--- src/rtl/uart_pkg.sv ---
// Shared UART definitions: RX sequencer states, default frame geometry,
// and a constant-evaluable ceil(log2) helper for sizing counters.
package uart_pkg;

    localparam int unsigned DATAWIDTH_DEF  = 8;
    localparam int unsigned OVERSAMPLE_DEF = 16;

    typedef enum logic [2:0] {
        IDLE,
        START,
        DATA,
        STOP,
        BRK
    } rx_state_t;

    // Smallest r with 2**r >= value (value >= 2 for meaningful widths).
    function automatic int unsigned clog2(input int unsigned value);
        int unsigned v;
        int unsigned r;
        v = (value > 0) ? value - 1 : 0;
        r = 0;
        while (v > 0) begin
            r++;
            v = v >> 1;
        end
        return r;
    endfunction

endpackage

--- src/rtl/sync_2ff.sv ---
// Two-flop synchroniser for an asynchronous single-bit input.
// The reset value is a parameter so an idle-high line does not look
// like a start edge while coming out of reset.
module sync_2ff #(
    parameter logic RESET_VAL = 1'b1
) (
    input  logic clk,
    input  logic rst_n,
    input  logic d,
    output logic q
);

    logic meta_q;
    logic sync_q;

    // Two-stage capture of the asynchronous input.
    always_ff @(posedge clk or negedge rst_n) begin
        if (!rst_n) begin
            meta_q <= RESET_VAL;
            sync_q <= RESET_VAL;
        end else begin
            meta_q <= d;
            sync_q <= meta_q;
        end
    end

    assign q = sync_q;

endmodule

--- src/rtl/uart_rx_ctrl.sv ---
// UART receive sequencer: synchronises the serial line, qualifies the start
// bit at mid-bit, issues mid-bit shift pulses, checks the stop bit, and owns
// the rx_valid/rx_ready handshake plus frame and overrun error pulses.
module uart_rx_ctrl
    import uart_pkg::*;
#(
    parameter int unsigned DATAWIDTH  = DATAWIDTH_DEF,
    parameter int unsigned OVERSAMPLE = OVERSAMPLE_DEF
) (
    input  logic clk,
    input  logic rst,
    input  logic rx_in,
    input  logic bit_enb,
    input  logic rx_ready,
    output logic shift_en,
    output logic count_enb,
    output logic ld_data,
    output logic sampled_bit,
    output logic rx_valid,
    output logic frame_err,
    output logic overrun_err,
    output logic busy
);

    localparam int unsigned TW = clog2(OVERSAMPLE);
    localparam int unsigned BW = clog2(DATAWIDTH + 1);

    localparam logic [TW-1:0] TICK_MID = TW'(OVERSAMPLE / 2 - 1);
    localparam logic [TW-1:0] TICK_END = TW'(OVERSAMPLE - 1);
    localparam logic [BW-1:0] BIT_LAST = BW'(DATAWIDTH - 1);

    logic          rx_s;
    rx_state_t     state_q,       state_d;
    logic [TW-1:0] tick_cnt_q,    tick_cnt_d;
    logic [BW-1:0] bit_cnt_q,     bit_cnt_d;
    logic          shift_en_q,    shift_en_d;
    logic          count_enb_q,   count_enb_d;
    logic          ld_data_q,     ld_data_d;
    logic          rx_valid_q,    rx_valid_d;
    logic          frame_err_q,   frame_err_d;
    logic          overrun_err_q, overrun_err_d;
    logic          busy_q,        busy_d;

    sync_2ff #(
        .RESET_VAL(1'b1)
    ) u_sync (
        .clk  (clk),
        .rst_n(rst),
        .d    (rx_in),
        .q    (rx_s)
    );

    // Next-state, counters and frame pulses; counters move only on bit_enb.
    always_comb begin
        state_d     = state_q;
        tick_cnt_d  = tick_cnt_q;
        bit_cnt_d   = bit_cnt_q;
        shift_en_d  = 1'b0;
        ld_data_d   = 1'b0;
        frame_err_d = 1'b0;
        case (state_q)
            IDLE: begin
                if (!rx_s) begin
                    state_d    = START;
                    tick_cnt_d = '0;
                end
            end
            START: begin
                if (bit_enb) begin
                    if (tick_cnt_q == TICK_MID) begin
                        if (!rx_s) begin
                            state_d    = DATA;
                            tick_cnt_d = '0;
                            bit_cnt_d  = '0;
                        end else begin
                            state_d = IDLE;
                        end
                    end else begin
                        tick_cnt_d = tick_cnt_q + 1'b1;
                    end
                end
            end
            DATA: begin
                if (bit_enb) begin
                    if (tick_cnt_q == TICK_END) begin
                        shift_en_d = 1'b1;
                        tick_cnt_d = '0;
                        bit_cnt_d  = bit_cnt_q + 1'b1;
                        if (bit_cnt_q == BIT_LAST) begin
                            state_d = STOP;
                        end
                    end else begin
                        tick_cnt_d = tick_cnt_q + 1'b1;
                    end
                end
            end
            STOP: begin
                if (bit_enb) begin
                    if (tick_cnt_q == TICK_END) begin
                        tick_cnt_d = '0;
                        if (rx_s) begin
                            ld_data_d = 1'b1;
                            state_d   = IDLE;
                        end else begin
                            frame_err_d = 1'b1;
                            state_d     = BRK;
                        end
                    end else begin
                        tick_cnt_d = tick_cnt_q + 1'b1;
                    end
                end
            end
            BRK: begin
                if (rx_s) begin
                    state_d = IDLE;
                end
            end
            default: begin
                state_d = IDLE;
            end
        endcase
        count_enb_d = (state_d == DATA);
        busy_d      = (state_d != IDLE);
    end

    // Consumer handshake: a load wins over rx_ready, so a word loaded in the
    // same clk as rx_ready stays valid and does not count as an overrun.
    always_comb begin
        rx_valid_d    = rx_valid_q;
        overrun_err_d = 1'b0;
        if (ld_data_q) begin
            rx_valid_d    = 1'b1;
            overrun_err_d = rx_valid_q && !rx_ready;
        end else if (rx_ready) begin
            rx_valid_d = 1'b0;
        end
    end

    // State, counters and registered outputs.
    always_ff @(posedge clk or negedge rst) begin
        if (!rst) begin
            state_q       <= IDLE;
            tick_cnt_q    <= '0;
            bit_cnt_q     <= '0;
            shift_en_q    <= 1'b0;
            count_enb_q   <= 1'b0;
            ld_data_q     <= 1'b0;
            rx_valid_q    <= 1'b0;
            frame_err_q   <= 1'b0;
            overrun_err_q <= 1'b0;
            busy_q        <= 1'b0;
        end else begin
            state_q       <= state_d;
            tick_cnt_q    <= tick_cnt_d;
            bit_cnt_q     <= bit_cnt_d;
            shift_en_q    <= shift_en_d;
            count_enb_q   <= count_enb_d;
            ld_data_q     <= ld_data_d;
            rx_valid_q    <= rx_valid_d;
            frame_err_q   <= frame_err_d;
            overrun_err_q <= overrun_err_d;
            busy_q        <= busy_d;
        end
    end

    assign shift_en    = shift_en_q;
    assign count_enb   = count_enb_q;
    assign ld_data     = ld_data_q;
    assign sampled_bit = rx_s;
    assign rx_valid    = rx_valid_q;
    assign frame_err   = frame_err_q;
    assign overrun_err = overrun_err_q;
    assign busy        = busy_q;

endmodule

--- config.mk ---
export PLATFORM = sky130hd
export DESIGN_NAME = uart_rx_ctrl
export DESIGN_NICKNAME = d
export VERILOG_FILES = /design/src/rtl/uart_pkg.sv /design/src/rtl/sync_2ff.sv /design/src/rtl/uart_rx_ctrl.sv
export SDC_FILE = /design/constraint.sdc
export NUM_CORES = 1
export LEC_CHECK = 0
export BUFFER_PORTS_ARGS = -buffer_cell sky130_fd_sc_hd__buf_2
export CAP_MARGIN = 40
export CORE_MARGIN = 3
export CORE_UTILIZATION = 49
export DETAILED_ROUTE_END_ITERATION = 8
export GPL_TIMING_DRIVEN = 0
export PLACE_DENSITY = 0.71
export SYNTH_ARGS = -nofsm -noshare
export SYNTH_HDL_FRONTEND = slang
export SYNTH_HIERARCHICAL = 1
export SYNTH_SLANG_ARGS = --single-unit
--- constraint.sdc ---
create_clock -name clk -period 1.5 [get_ports clk]
set_input_delay 0.075 -clock clk [delete_from_list [all_inputs] [get_ports clk]]
set_output_delay 0.075 -clock clk [all_outputs]
set_load 0.01 [all_outputs]
# Yosys cells after proc, flatten, opt, wreduce, memory -nomap -nowiden
# Index checks and enable logic that the tools add are counted.
# totals
regBits	20
input_bits	5
out_inout_bits	8
wordCells	76
# op_classes
n_addsub	2
eq_ne	14
mux	38
reduce_logical	10
# ops
cell	count
$mux W4	10
$mux W3	10
$pmux W3 S5	1
$mux W1	14
$pmux W4 S3	1
$ne A2 B2 Y1 const B	5
$eq A3 B2 Y1 const B	3
$add A4 B1 Y4 const B	2
$eq A4 B3 Y1 const B	2
$pmux W4 S2	1
$reduce_and A6 Y1	1
$reduce_bool A3 Y1	2
$eq A4 B4 Y1 const B	1
$reduce_bool A2 Y1	2
$eq A3 B1 Y1 const B	1
$eq A3 B3 Y1 const B	1
$logic_not A3 Y1	1
$reduce_and A3 Y1	1
$mux W2	1
$ne A2 B1 Y1 const B	1
$reduce_or A2 Y1	1
$logic_and A1 B1 Y1	1
$logic_not A1 Y1	1

# Depth between registers and ports, before layout
# logic_depth
depth_word	6
mapped_depth	6

# Cells and area by module
# The synthesis kept the hierarchy.
# by_module_without_submodules
mod	n_inst	cells_each	area_per_inst_um2	seq_area_each_um2
uart_rx_ctrl	1	85	888.4	450.4
sync_2ff	1	2	52.6	52.6

# Worst setup path before layout
# OpenSTA, ideal clock, no wires.
# synth_timing
path_type	reg2reg
start	register tick_cnt_q[0]
end	register busy_q, in the netlist busy
arrival_time_ps	1527
setup_slack_ps	-159
path_stages_with_launch	7
path_buffers	1
synth_period_minus_slack_ps	1659
cell_sequence	dfrtp_1 ha_1 and4_1 buf_6 a32oi_2 nor2_2 or3b_1
# synth_between
elab_chain_cells	5
word_cells_on_any_way	10
# synth_rtl
element	line_no	text
start: declaration	uart_rx_ctrl.sv:34	logic [TW-1:0] tick_cnt_q, tick_cnt_d;
start signal: assignment	uart_rx_ctrl.sv:154	tick_cnt_q <= tick_cnt_d;
$eq A4 B4 Y1 or $eq A4 B3 Y1 (tied branches)	uart_rx_ctrl.sv:85, uart_rx_ctrl.sv:99, uart_rx_ctrl.sv:70	
$mux W3 (on tied branches)	uart_rx_ctrl.sv:99, uart_rx_ctrl.sv:70, uart_rx_ctrl.sv:85	
$mux W3 (on tied branches)	uart_rx_ctrl.sv:98, uart_rx_ctrl.sv:69, uart_rx_ctrl.sv:84	
$pmux W3 S5 (*)	uart_rx_ctrl.sv:61	case (state_q)
via state_d[2]	uart_rx_ctrl.sv:33	rx_state_t state_q, state_d;
$reduce_bool A3 Y1 (*)	uart_rx_ctrl.sv:123	busy_d = (state_d != IDLE);
via busy_d	uart_rx_ctrl.sv:42	logic busy_q, busy_d;
end signal: assignment	uart_rx_ctrl.sv:162	busy_q <= busy_d;
end: declaration	uart_rx_ctrl.sv:42	
# The timed path passes the listed nets; every way through them passes the cells marked *.
# A chain may end at the register's enable or synchronous reset.

# Worst setup path in the final report
# layout_timing
start	register tick_cnt_q[1]
end	register busy_q, in the netlist busy
# The elaborated chain is that of the path after synthesis.

==> summary.txt <==
most frequent cells in the layout = dfrtp_1, buf_2, nand2_1
kind of end point of the critical path = flip-flop
leakage power total = 0.000584 uW
final hold vios = 0
DRC viols = 0
asr flop ratio synth = 100%
full die area = 2480 sq um
Setup Skew = 0.00483 ns
fin nets = 118
sw frac = 32.7%
Via density = 5.49
Register Area = 505 sq um
run status = finished, violations left
Slew @ Worst Pin = 0.438 ns
Mapped Area = 941 sq um
layout cells sized above 1 = 38.2%
CTS buffer count = 3
I/O Pins = 13
Slowest cell on crit path = dfrtp_1
worst hold path class = in2reg
Largest stage delay, worst path = 0.41 ns
Detailed Route Iter0 Violations = 9
Main synth FF type = dfrtp_1
Most common cell on crit path = o211ai_1
Seq pwr share = 42.7%
die height = 49.8 um
unrepaired setup endpoints after global routing = true
Clock Power Share = 24.4%
CTS Root Cell = clkbuf_4
post-synthesis sequential area ratio = 53.5%
MaxCap Viol Count = 0
area occupied by multi-input gates = 477 sq um
H-tree lvl count = 1
drt total wl = 1940 um
Pwr Density = 1470 nW/um^2
Crit Path Class = reg2reg
global-route wire length before repair = 3270 um
Final Max Tran Viols = 0
# diodes = 0
worst setup margin = -0.0731 ns
Port-buffer cells = 12
met2 WL = 990 um
synthesized flop and latch total = 20
GRT Overall Usage = 17.4%
CTS Buffer Depth = 2
clk_lat worst skew = 0.30 ns
combinational power share = 32.9%
start point of the critical path = tick_cnt_q[1]$_DFFE_PN0P_
Synth cell types = 37
cell row count = 15
Max IR drop VDD = 0.000844 V
M1 WL = 798 um
Finished Layout Cells = 135
metal3 WL = 81 um
drt wl/cell = 14.4 um
Hold Path Origin = rx_ready
Slew headroom = 70.8%
synth warn = 6
Max Used Layer = met4
startpoint types = flip-flop
DR pass1 iterations = 4
Vias = 741
dpl hpwl = 1210 um
minimum clock period = 1.57 ns
core area = 1760 sq um
Post-synth EDFFs = 0
post-synth net total = 94
Initial Util = 53.3%
remaining antenna violation count after routing = 0
CTS tree = yes
RR Startpoint = tick_cnt_q[1]$_DFFE_PN0P_
Arr. time, crit path = 1.76 ns
worst r2r path cells = 5
filler instances = 144
failing checks = negative setup slack
Gate Count Post-Synth = 87
largest net degree at the start of global routing = 21
vias in the first global route = 749
GRT Residual Overflow = 0
Mean Syn Cell Area = 10.8 sq um
DP Cell Count = 124
Internal = 1210 uW
fmax = 0.636 GHz
area growth from synthesis to layout = 29.8%
clk sinks = 20
final core occ = 69.2%
most common cell after layout, fill and taps aside = dfrtp_1
Clk pin slew, worst setup/hold paths = 0.12 ns
die extent in x = 49.8 um
worst path cell trace = ha_4 -> nand3_4 -> o211ai_1 -> o211ai_1 -> or3b_1
Total Power = 1790 uW
routability cong. = 0.780
Data required, critical path = 1.68 ns
initial antenna violation count = 0
Hold Path Depth = 3
Period Utilization, post-route = 105%
worst-path fanout max = 4
P_sw = 587 uW
final setup vio count = 2
[logic make-up (layout without fill, tap and decap cells)]
logic type | Yosys count | in the layout | share of synthesized area (%)
AND/OR/NAND/NOR | 38 | 38 | 23.3
flip-flops | 20 | 20 | 53.5
AO/OA/AOI/OAI | 17 | 17 | 13.2
buffers and inverters | 7 | 30 | 4.39
adder cells (fa/ha/maj) | 2 | 2 | 2.66
XOR/XNOR | 2 | 2 | 1.86
multiplexers | 1 | 1 | 1.20
[worst paths after layout]
path | end | slack (ns)
min in group asynchronous | tick_cnt_q[2]$_DFFE_PN0P_ | 0.23
max in group asynchronous | u_sync/q$_DFF_PN1_ | 0.93
hold / removal | rx_valid$_DFFE_PN0P_ | 0.05
hold reg to reg | u_sync/q$_DFF_PN1_ | 0.36
setup / recovery | busy$_DFF_PN0_ | -0.07
setup reg to reg | busy$_DFF_PN0_ | -0.07
[cells in the mapped netlist, types with 3 or more instances]
library cell   n  area [sq um]
nand3_1        4          20.0
nand2_1        7          26.3
nor2_1         7          26.3
o21ai_0        4          20.0
o211ai_1       3          22.5
dfrtp_1       18           450
inv_1          5          18.8
[through the flow]
stage               TNS, ns  instance area (sq um)  hold WS (ns)  setup WS [ns]
finish               -0.115                   1220        0.0507        -0.0731
global route         -0.439                   1220        0.0407         -0.118
CTS                  -0.148                   1150        0.0400        -0.0980
detailed placement   -0.878                   1030        0.0427         -0.183
global placement     -0.516                   1030        0.0374         -0.158
floorplan           -0.0816                    943        -0.221        -0.0816
[critical path, delay by kind of cell (launching register included)]
family	cells	cell delay [ns]
flops	1	0.41
simple gates	2	0.49
fa+ha+maj	1	0.18
compound gates	2	0.37
[power groups by stage]
stage	Sequential, uW	Clock (uW)	Combinational (uW)
after detailed placement	745	0	406
after global placement	739	0	386
after CTS	732	445	490
final	765	438	590
after floorplan	726	0	308
after global routing	780	472	667
[layer usage]
layer  vias up  track usage (%)
li1        360                -
met1       354             20.8
met2        18             30.0
met4         0             7.37
met5         -                0
met3         9             3.93
[flip-flops by register name, indices dropped and copies added (netlist names)]
name and count:
bit_cnt_q 4, tick_cnt_q 4, state_q 3, busy 1
count_enb 1, frame_err 1, ld_data 1, overrun_err 1
rx_valid 1, shift_en 1, u_sync/meta_q 1, u_sync/q 1
[what timing repair did]
| item | CTS | global route |
|---|---|---|
| endpoints found under the setup margin | 8 | 10 |
| gates resized for setup | 7 | 11 |
| pin swaps | 5 | 9 |
| setup buffers | 4 | 2 |
| endpoints found under the hold margin | 19 | 0 |
| hold buffers | 2 | 0 |
[final cells by class]
type | count | area share [%]
inverter | 5 | 1.54
buffer | 1 | 0.922
clock inverter | 1 | 2.46
tap | 25 | 2.56
timing repair buffer | 20 | 10.2
sequential | 20 | 41.4
clock buffer | 3 | 1.84
multi-input combinational | 60 | 39.0
(Power assumes the default switching activity.)
